--- src/rtl/xcore_gnrl_fifo_ctrl.sv ---
// Synchronous FIFO controller for an external no-reset dual-port RAM.
// Converts a valid/ready push stream into RAM writes and exposes the head entry first-word-fall-through.
module xcore_gnrl_fifo_ctrl #(
  parameter int DP     = 8,
  parameter int DW     = 32,
  parameter int AW     = 3,
  parameter int AF_LVL = 6
) (
  input  logic          clk,
  input  logic          rst_n,
  input  logic          flush,
  input  logic          i_valid,
  output logic          i_ready,
  input  logic [DW-1:0] i_data,
  output logic          o_valid,
  input  logic          o_ready,
  output logic [DW-1:0] o_data,
  output logic [AW:0]   count,
  output logic          almost_full,
  output logic          ram_cs,
  output logic          ram_we,
  output logic [AW-1:0] ram_waddr,
  output logic [AW-1:0] ram_raddr,
  output logic [DW-1:0] ram_din,
  input  logic [DW-1:0] ram_dout
);

  localparam logic [AW-1:0] LAST_PTR = AW'(DP - 1);
  localparam logic [AW:0]   FULL_CNT = (AW + 1)'(DP);
  localparam logic [AW:0]   AF_CNT   = (AW + 1)'(AF_LVL);

  logic [AW-1:0] wr_ptr_q, wr_ptr_d;
  logic [AW-1:0] rd_ptr_q, rd_ptr_d;
  logic [AW:0]   cnt_q, cnt_d;
  logic          empty, full, push, pop;

  // Depth need not be a power of two, so wrap explicitly at DP-1.
  function automatic logic [AW-1:0] ptr_inc(input logic [AW-1:0] p);
    return (p == LAST_PTR) ? '0 : p + AW'(1);
  endfunction

  always_comb begin
    empty   = (cnt_q == '0);
    full    = (cnt_q == FULL_CNT);
    // rst_n gates the push side so nothing is accepted or written while in reset.
    i_ready = rst_n & ~full & ~flush;
    o_valid = rst_n & ~empty & ~flush;
    push    = i_valid & i_ready;
    pop     = o_valid & o_ready;
  end

  // NOTE: every variable assigned in this block gets a default first, so no latch is inferred.
  always_comb begin
    wr_ptr_d = wr_ptr_q;
    rd_ptr_d = rd_ptr_q;
    cnt_d    = cnt_q;
    if (flush) begin
      wr_ptr_d = '0;
      rd_ptr_d = '0;
      cnt_d    = '0;
    end else begin
      if (push) wr_ptr_d = ptr_inc(wr_ptr_q);
      if (pop)  rd_ptr_d = ptr_inc(rd_ptr_q);
      unique case ({push, pop})
        2'b10:   cnt_d = cnt_q + (AW + 1)'(1);
        2'b01:   cnt_d = cnt_q - (AW + 1)'(1);
        default: cnt_d = cnt_q;
      endcase
    end
  end

  // NOTE: sequential state uses non-blocking assignments only; the RAM array itself is never reset.
  always_ff @(posedge clk or negedge rst_n) begin
    if (!rst_n) begin
      wr_ptr_q <= '0;
      rd_ptr_q <= '0;
      cnt_q    <= '0;
    end else begin
      wr_ptr_q <= wr_ptr_d;
      rd_ptr_q <= rd_ptr_d;
      cnt_q    <= cnt_d;
    end
  end

  always_comb begin
    ram_cs      = rst_n;
    ram_we      = push;
    ram_waddr   = wr_ptr_q;
    ram_raddr   = rd_ptr_q;
    ram_din     = i_data;
    o_data      = ram_dout;
    count       = cnt_q;
    almost_full = (cnt_q >= AF_CNT);
  end

endmodule

--- config.mk ---
export PLATFORM = sky130hd
export DESIGN_NAME = xcore_gnrl_fifo_ctrl
export DESIGN_NICKNAME = d
export VERILOG_FILES = /design/src/rtl/xcore_gnrl_fifo_ctrl.sv
export SDC_FILE = /design/constraint.sdc
export NUM_CORES = 1
export LEC_CHECK = 0
export ABC_AREA = 1
export BUFFER_PORTS_ARGS = -buffer_cell sky130_fd_sc_hd__buf_2
export CORE_AREA = 4 4 66 68
export DETAILED_ROUTE_END_ITERATION = 8
export DIE_AREA = 0 0 70 72
export PLACE_DENSITY = 0.88
export SYNTH_ARGS = -nofsm -noshare
export SYNTH_HDL_FRONTEND = slang
export SYNTH_SLANG_ARGS = --single-unit
--- constraint.sdc ---
create_clock -name clk -period 2.4 [get_ports clk]
set_input_delay 0.24 -clock clk [delete_from_list [all_inputs] [get_ports clk]]
set_output_delay 0.24 -clock clk [all_outputs]
set_load 0.01 [all_outputs]
==> metrics.txt <==
syn_area_per_cell=7.69 sq um; largest net degree at the start of global routing=12; WS Path Type=in2reg; launching element type of the critical path=input pin; FF-to-FF Start=count[0]$_DFFE_PN0P_; HPWL after detailed placement=1610 microns; share of cells above drive strength 1=31.5%; # DRC=0; most common cell after layout, fill and taps aside=nand2_1; first-pass GRT wire length=3320 microns; CP most frequent cell=nand2_1; area grow syn2layout=-22.5%; Routed Antenna Nets=0; period utilization=between 90% and 100%; setup bufs post-CTS=0; Setup TNS Final=0 ns; Largest stage delay, worst path=0.51 ns; # H-tree levels=1; total gr overflow=0; library cells used by synthesis=19; Placeable Area=around 0.0039 sq mm; total global-route track usage=8.29%; vias=just under 700; cell count after synthesis=roughly 150; Site Rows=23; drt total wl=1970 microns; Worst Hold Class=in2reg; slew of the pin with the lowest slew margin=around 0.22 ns; Hold Fails Final Rpt=0; Yosys Warn Count=0; Final min period=2.18 ns; drt first pass iters=4; post-DR vias/cell=4.29; Leak=0.553 nW; Root Buffer=clkbuf_8; max-slew violations=0; Die Y=between 70 and 80 microns; CP max FO=4; CTS tree=yes; clk_lat worst skew=around 0.23 ns; Max VDD drop=roughly 220 uV; Port Buf Inserts=19; post-synthesis sequential area ratio=21.4%; Top-Level Pins=around 150; crit path from=rst_n; CTS buffer count=3; CTS Buffer Depth=2; Non-Filler Instances=approximately 160; antenna violations before repair=0; Max Clk Rate=0.459 GHz; Setup Viol. Count Final=0; Top delay family on crit path=simple AND/OR/NAND/NOR gates; Syn Nets=228; max_cap viols=0; layout net count=189; Iteration-0 DRC Markers=15; Chip Width=70 microns; CTS sink cnt=10; Die ar.=0.00504 sq mm; CP max-delay cell=dlygate4sd3_1; relative slew slack=84.9%; Mapped Area=0.00117 sq mm; number of antenna diodes=0; number of global-route vias before repair=approximately 750; starting density of the core=between 30% and 40%; # fillers=439; crit path cell chain=dlygate4sd3_1 > buf_2 > inv_1 > nor2_4 > nand2_2 > nor2_4 > nor2_4 > ha_1 > a21oi_2 > nand3_1 > nand2_1 > inv_1 > nand2_1 > nand2_1 > nand2_1 > nand2_1; Critical Path Sink Type=flop; clk slew on worst S/H paths=0.04 ns; Power Density=539 mW/mm^2; dpl cells=157; wire length per cell=approximately 12 microns; WP data arrival=roughly 2.3 ns; Bufs and invs on worst path=4; unrepaired setup endpoints after global routing=false; hold path startpoint=flush; #FFs+latches synth=10; most frequent cells in the layout=nand2_1, buf_2, dfrtp_1; worst endpoint required time=2.52 ns; clock skew=0.00207 ns; status=finished, final reports clean; Reg2Reg Setup Slack=0.31 ns; Final GP Congestion=between 0.9 and 1
[metrics by stage]
stage                     total power, mW  hold slack, ns  setup WS [ns]  utilization (%)  cell area (sq um)
final                               0.488           0.356          0.220             23.5                906
after global routing                0.528           0.378        0.00939             23.5                906
after CTS                           0.502           0.344          0.101             23.3                897
after detailed placement            0.324           0.186          0.227             21.9                846
after global placement              0.319           0.184          0.420             21.9                846
after floorplan                     0.386         -0.0556          0.436                -               1170
[state kept, by name, summed over array words and instances (netlist names)]
register,count
count,4
ram_raddr,3
ram_waddr,3
[layer usage]
metal	global-route usage (%)	vias to the layer above	part of all wire, %
met2	12.8	40	47
met1	8.22	309	39
met4	9.36	0	6.3
met3	2.91	19	8.3
li1	-	323	-
met5	0	-	0
[cells in the mapped netlist]
cell type | count | area share, %
ha_1 | 6 | 6.4
nor2_4 | 2 | 1.9
nand2_1 | 33 | 11
xor2_1 | 1 | 0.75
nand3_2 | 1 | 0.86
dfrtp_1 | 10 | 21
a21oi_1 | 1 | 0.43
nand3_1 | 7 | 3.0
fa_1 | 1 | 1.7
buf_4 | 65 | 42
o21a_1 | 1 | 0.64
nor2_2 | 1 | 0.54
nand3_4 | 1 | 1.5
inv_1 | 7 | 2.2
a21oi_2 | 1 | 0.75
nor2_1 | 8 | 2.6
nand2_2 | 3 | 1.6
inv_2 | 2 | 0.64
o31ai_1 | 1 | 0.64
[cell type report]
type / count / area (sq um) / share of cell area (%)
clock buffers: 3 / 41.3 / 4.56
inverters: 9 / 33.8 / 3.73
multi-input cells: 68 / 405 / 44.8
flip-flops and latches: 10 / 250 / 27.6
well taps: 50 / 62.6 / 6.91
repair buffers: 21 / 113 / 12.4
[power breakdown]
group / switching, mW / internal [mW] / total (mW) / leakage (nW)
Sequential: 0.0201 / 0.186 / 0.207 / 0.136
Combinational: 0.0676 / 0.0461 / 0.114 / 0.395
Clock: 0.0585 / 0.109 / 0.168 / 0.0216
[logic make-up after synthesis]
kind of cell    count (synthesis)  share of synthesized area (%)
simple gates                   56                           22.6
compound gates                  4                           2.46
flops                          10                           21.4
xor+xnor                        1                          0.750
fa+ha+maj                       7                           8.14
buf+inv                        74                           44.6
[worst paths after layout]
| check | endpoint | depth (start not counted) |
|---|---|---|
| setup / recovery | count[3]$_DFFE_PN0P_ | 16 |
| hold / removal | count[2]$_DFFE_PN0P_ | 4 |
| setup reg to reg | count[3]$_DFFE_PN0P_ | 14 |
| hold reg to reg | ram_waddr[1]$_DFFE_PN0P_ | 2 |
| max in group asynchronous | count[1]$_DFFE_PN0P_ | 3 |
| min in group asynchronous | ram_waddr[0]$_DFFE_PN0P_ | 3 |
[worst min-delay path, stage by stage]
cell and delay, ns:
buf_2 0.14, a21oi_2 0.06, nand2_1 0.05, nand2_1 0.04
[repair_timing]
item                                   in CTS  in global routing
endpoints found under the hold margin      10                  0
hold buffers                                1                  0
setup endpoints to repair                   0                  1
resized for setup                           0                  2
(Power assumes the default switching activity.)
